**config.mk**
```make
export PLATFORM = sky130hd
export DESIGN_NAME = button_debounce_flat
export DESIGN_NICKNAME = d
export VERILOG_FILES = /design/src/rtl/button_debounce_if.sv /design/src/rtl/button_debounce.sv /design/src/flat_wrapper.sv
export SDC_FILE = /design/constraint.sdc
export NUM_CORES = 1
export LEC_CHECK = 0
export CORE_MARGIN = 1
export CORE_UTILIZATION = 43
export DETAILED_ROUTE_END_ITERATION = 16
export PLACE_DENSITY_LB_ADDON = 0.1
export SLEW_MARGIN = 30
export SYNTH_ARGS = -nofsm -noshare
export SYNTH_HDL_FRONTEND = slang
export SYNTH_SLANG_ARGS = --single-unit
```
**constraint.sdc**
```tcl
create_clock -name clk -period 3.6 [get_ports clk]
set_input_delay 1.08 -clock clk [delete_from_list [all_inputs] [get_ports clk]]
set_output_delay 1.08 -clock clk [all_outputs]
set_load 0.02 [all_outputs]
```
**src/rtl/button_debounce_if.sv**
```systemverilog
// Button bus between the raw pins and the debouncer.
//   button_in     : raw, asynchronous button pins (driven by master)
//   out_port      : debounced level, same polarity as button_in
//   press_pulse   : one-cycle strobe on a committed transition to pressed
//   release_pulse : one-cycle strobe on a committed transition to idle
// master = pin/consumer side, slave = the debouncer.
interface button_debounce_if #(
  parameter int WIDTH = 3
);
  logic [WIDTH-1:0] button_in;
  logic [WIDTH-1:0] out_port;
  logic [WIDTH-1:0] press_pulse;
  logic [WIDTH-1:0] release_pulse;

  modport master (
    output button_in,
    input  out_port,
    input  press_pulse,
    input  release_pulse
  );

  modport slave (
    input  button_in,
    output out_port,
    output press_pulse,
    output release_pulse
  );
endinterface

```
**src/rtl/button_debounce.sv**
```systemverilog
// Multi-channel push-button synchronizer and debouncer.
// Each channel: 2-FF synchronizer, then a stability counter that commits a
// new level only after DEBOUNCE_CYCLES consecutive equal samples.
// Ports:
//   clk     : system clock
//   reset_n : asynchronous, active-low reset
//   bus     : button_debounce_if.slave (button_in in; out_port,
//             press_pulse, release_pulse out)
// out_port keeps raw pin polarity; reset drives everything to the idle level
// so no transition is seen downstream on reset release.
module button_debounce #(
  parameter int WIDTH           = 3,
  parameter int CNT_WIDTH       = 16,
  parameter int DEBOUNCE_CYCLES = 50000,
  parameter int ACTIVE_LOW      = 1
) (
  input  logic             clk,
  input  logic             reset_n,
  button_debounce_if.slave bus
);

  localparam logic ST_STABLE   = 1'b0;
  localparam logic ST_COUNTING = 1'b1;

  localparam logic IDLE_LVL  = (ACTIVE_LOW != 0);
  localparam logic PRESS_LVL = ~IDLE_LVL;

  localparam logic [CNT_WIDTH-1:0] CNT_ONE  = CNT_WIDTH'(1);
  localparam logic [CNT_WIDTH-1:0] CNT_LAST = CNT_WIDTH'(DEBOUNCE_CYCLES - 1);

  logic [WIDTH-1:0]     sync1_q;
  logic [WIDTH-1:0]     sync2_q;
  logic [WIDTH-1:0]     out_q;
  logic [WIDTH-1:0]     press_q;
  logic [WIDTH-1:0]     release_q;
  logic [WIDTH-1:0]     state_q;
  logic [WIDTH-1:0]     state_d;
  logic [WIDTH-1:0]     commit;
  logic [CNT_WIDTH-1:0] cnt_q [WIDTH];
  logic [CNT_WIDTH-1:0] cnt_d [WIDTH];

  always_comb begin
    for (int unsigned i = 0; i < WIDTH; i++) begin
      state_d[i] = state_q[i];
      cnt_d[i]   = cnt_q[i];
      commit[i]  = 1'b0;
      unique case (state_q[i])
        ST_STABLE: begin
          cnt_d[i] = '0;
          if (sync2_q[i] != out_q[i]) begin
            // A one-sample threshold needs no counting phase.
            if (DEBOUNCE_CYCLES == 1) begin
              commit[i] = 1'b1;
            end else begin
              state_d[i] = ST_COUNTING;
              cnt_d[i]   = CNT_ONE;
            end
          end
        end
        ST_COUNTING: begin
          if (sync2_q[i] == out_q[i]) begin
            state_d[i] = ST_STABLE;
            cnt_d[i]   = '0;
          end else if (cnt_q[i] == CNT_LAST) begin
            commit[i]  = 1'b1;
            state_d[i] = ST_STABLE;
            cnt_d[i]   = '0;
          end else begin
            cnt_d[i] = cnt_q[i] + CNT_ONE;
          end
        end
        default: begin
          state_d[i] = ST_STABLE;
          cnt_d[i]   = '0;
        end
      endcase
    end
  end

  always_ff @(posedge clk or negedge reset_n) begin
    if (!reset_n) begin
      sync1_q   <= {WIDTH{IDLE_LVL}};
      sync2_q   <= {WIDTH{IDLE_LVL}};
      out_q     <= {WIDTH{IDLE_LVL}};
      press_q   <= '0;
      release_q <= '0;
      state_q   <= {WIDTH{ST_STABLE}};
      for (int unsigned i = 0; i < WIDTH; i++) begin
        cnt_q[i] <= '0;
      end
    end else begin
      sync1_q   <= bus.button_in;
      sync2_q   <= sync1_q;
      state_q   <= state_d;
      for (int unsigned i = 0; i < WIDTH; i++) begin
        cnt_q[i] <= cnt_d[i];
      end
      // Committed bits take the registered sync2 level; others hold.
      out_q     <= (out_q & ~commit) | (sync2_q & commit);
      press_q   <= commit & ~(sync2_q ^ {WIDTH{PRESS_LVL}});
      release_q <= commit & ~(sync2_q ^ {WIDTH{IDLE_LVL}});
    end
  end

  assign bus.out_port      = out_q;
  assign bus.press_pulse   = press_q;
  assign bus.release_pulse = release_q;

endmodule
```
**src/flat_wrapper.sv**
```systemverilog
// flat-port wrapper written by rule: the top's interface ports become plain ports
module button_debounce_flat 
#(
  parameter int WIDTH           = 3,
  parameter int CNT_WIDTH       = 16,
  parameter int DEBOUNCE_CYCLES = 50000,
  parameter int ACTIVE_LOW      = 1
)
  (clk, reset_n, bus_button_in, bus_out_port, bus_press_pulse, bus_release_pulse);
  button_debounce_if #(.WIDTH(WIDTH)) bus_i ();
  input  logic clk;
  input  logic reset_n;
  input wire logic [$bits(bus_i.button_in)-1:0] bus_button_in;
  output wire logic [$bits(bus_i.out_port)-1:0] bus_out_port;
  output wire logic [$bits(bus_i.press_pulse)-1:0] bus_press_pulse;
  output wire logic [$bits(bus_i.release_pulse)-1:0] bus_release_pulse;
  assign bus_i.button_in = bus_button_in;
  assign bus_out_port = bus_i.out_port;
  assign bus_press_pulse = bus_i.press_pulse;
  assign bus_release_pulse = bus_i.release_pulse;
  button_debounce #(.WIDTH(WIDTH), .CNT_WIDTH(CNT_WIDTH), .DEBOUNCE_CYCLES(DEBOUNCE_CYCLES), .ACTIVE_LOW(ACTIVE_LOW)) u_core (.clk(clk), .reset_n(reset_n), .bus(bus_i));
endmodule
```
==> run summary <==
clk_skew: 0.006777 ns
htree depth: 3
drc violations: 0
post-synthesis mux area share: 0.7395%
Mapped Area: 3045 µm²
Slew Viols, Final: 0
max_slew headroom: 59.25%
max_cap viols: 0
GRT overflow: 0
endpoints failing setup: 0
FMAX: 387.0 MHz
Reg power frac: 54.6%
post-cts gate resize count: 0
grt peak-use layer: met2
switching share of power: 23.09%
run status: finished clean
Yosys reg bits: 66
share of cells above drive strength 1: 10.58%
DP Area: 3254 µm²
ANT cells: 0
Compound-Gate Fraction of Synth Area: 2.054%
synth unique cells: 37
M3 GR Usage: 6.930%
CTS buffer count: 9
worst vdd ir: 0.2215 mV
Sum Neg Setup Slack: 0 ns
number of buffers added on ports: 13
largest net degree at the start of global routing: 67
core area: 6832 µm²
number of global-route vias before repair: 2,009
Site Rows: 30
worst-skew pair later-pin latency: 0.34 ns
worst-margin pin slew: 0.6113 ns
Logic pwr share: 4.4%
Final #Nets: 315
Post-Route Utilization: 50.27%
crit-path max cell delay: 0.60 ns
Power Density: 416.0 nW/µm²
synth top area cells: dfrtp_1, xnor2_1, dfstp_2, nor2_1, xor2_1
Avg Cell Area, Syn: 10.50 µm²
Area Growth Syn to Fin: 12.78%
Post-Syn Nets: 298
Switch Pwr: 329.8 µW
Clock Sinks: 66
met1 GRT Util: 21.00%
initial antenna violation count: 0
Startpoint Class: flop
Yosys top cell area share: 46.84%
die area: 7423 µm²
Pre-antenna DRT Iters: 4
drt wl/cell: 13.01 µm
clock power share: 41.0%
Leak: 1.299 nW
Syn. warnings: 0
first-pass GRT wire length: 9363 µm
die width: 86.16 µm
XOR/XNOR Fraction of Synth Area: 12.65%
Final ANT Viol Nets: 0
Critical Path, Cell by Cell: clkdlybuf4s50_1
DIE HEIGHT: 86.16 µm
Total Routing Usage GR: 16.61%
Placer Congestion: 0.7805
met2 Use GR: 25.61%
CTS tree: done
Worst-path clk slew: 0.07 ns
drt total wl: 5307 µm
Simple-Gate Fraction of Synth Area: 25.51%
final non-filler cell area: 3435 µm²
Final Hold Viols: 0
CP top delay family: buffers and inverters
Final Critical Period: 2.584 ns
Req. time, crit path: 2.52 ns
RSZ-0062 raised after global routing: no
Initial Utilization: 44.58%
worst hold slack: 0.3575 ns
Bufs and invs on worst path: 1
type of the worst min-delay path: reg -> reg
clk buf depth: 2
Synth Area in Adders: 1.233%
CP Class: reg -> out
hold_buf cts: 0
cells after synthesis: 290
largest family of logic cells by synthesized area: simple AND/OR/NAND/NOR gates
DR iter-0 viols: 117
I/O pins: 14
post-synthesis sequential area ratio: 54.60%
vias per cell: 5.047
Root Buffer: clkbuf_8
crit path DAT: 1.50 ns
Post-CTS Setup Inserts: 0
crit end category: primary output
period utilisation layout: 71.78%
DP HPWL: 3471 µm
Reg2Reg Setup Slack: 1.34 ns
worst-path maximum fanout: 4
Synth area leader: dfrtp_1
total number of vias: 2,059
CP max stage cell: clkdlybuf4s50_1
Tot Pwr: 1.429 mW
Int Pwr: 1.099 mW
## path summary, 6_finish.rpt
path,startpoint,end,cells past startpoint
setup / recovery,flop,bus_out_port[1],1
hold / removal,u_core.sync1_q[0],u_core.sync2_q[0],0
setup reg to reg,u_core.cnt_q[12],u_core.cnt_q[0],4
hold reg to reg,u_core.sync1_q[0],u_core.sync2_q[0],0
max in group asynchronous,reset_n,asynchronous set/reset pin,2
min in group asynchronous,reset_n,u_core.cnt_q[0],2
## power groups by stage
stage,combinational [mW],clock [mW],sequential [mW]
after floorplan,0.0437,0,0.789
after global placement,0.0650,0,0.793
after detailed placement,0.0652,0,0.793
after CTS,0.0655,0.610,0.780
after global routing,0.0744,0.639,0.783
final,0.0627,0.585,0.781
## registers in the layout, indices dropped and copies added (netlist names), named ones only
name,cells
u_core.cnt_q,48
u_core.bus.press_pulse,3
u_core.bus.release_pulse,3
u_core.state_q,3
u_core.sync1_q,3
u_core.sync2_q,3
## synthesized netlist by cell type (all sizes together)
master,number
buf,3
nand2,11
nor4bb,2
nor3,11
clkbuf,5
a21oi,2
nand2b,5
nor4,13
and3,2
o22ai,3
a31o,1
xor2,11
or3,2
nand3,15
dfstp,9
nor2,52
ha,3
or4,5
dfrtp,57
or4b,2
inv,11
nand4,14
and2,3
and4,1
o21ai,5
nor4b,1
or2,1
nand4b,4
xnor2,33
mux2,2
or4bb,1
## cell usage in the layout (no fill, tap or decap), drive strengths merged, types with 2 or more instances in the layout
cell / count
nand2: 11
clkinv: 3
xnor2: 33
a21oi: 2
clkdlybuf4s50: 12
nand2b: 5
nand3: 15
nor4: 13
o22ai: 3
or4: 5
clkbuf: 12
nand4: 14
or3: 2
inv: 11
xor2: 11
nor4bb: 2
dfrtp: 57
nor3: 11
and2: 3
ha: 3
o21ai: 5
or4b: 2
dfstp: 9
nand4b: 4
and3: 2
buf: 2
mux2: 2
nor2: 52
## logic make-up (layout without fill, tap and decap cells)
kind of cell	count (synthesis)	count (layout)
buf+inv	19	41
flops	66	66
simple gates	145	145
fa+ha+maj	3	3
compound gates	11	11
mux	2	2
xor+xnor	44	44
## per-layer routing
metal | up-vias | part of all wire [%]
li1 | 1033 | -
met1 | 980 | 48
met2 | 40 | 46
met3 | 6 | 4.9
met4 | 0 | 1.4
met5 | - | 0
## through the flow
step	cells	worst slack [ns]
2_1_floorplan	290	1.644
3_3_place_gp	392	1.369
3_5_place_dp	392	1.309
4_1_cts	408	0.9891
5_1_grt	408	0.9497
6_report	408	1.016
## final cells by class
type,instances,area (µm²)
Clock inverter,4,45.04
Timing Repair Buffer,14,145.1
Clock buffer,12,135.1
Tap cell,96,120.1
Inverter,11,41.29
Multi-Input combinational cell,205,1285
Sequential cell,66,1663
Fill cell,640,3397
Note: power is estimated with default switching activity, not from simulation.
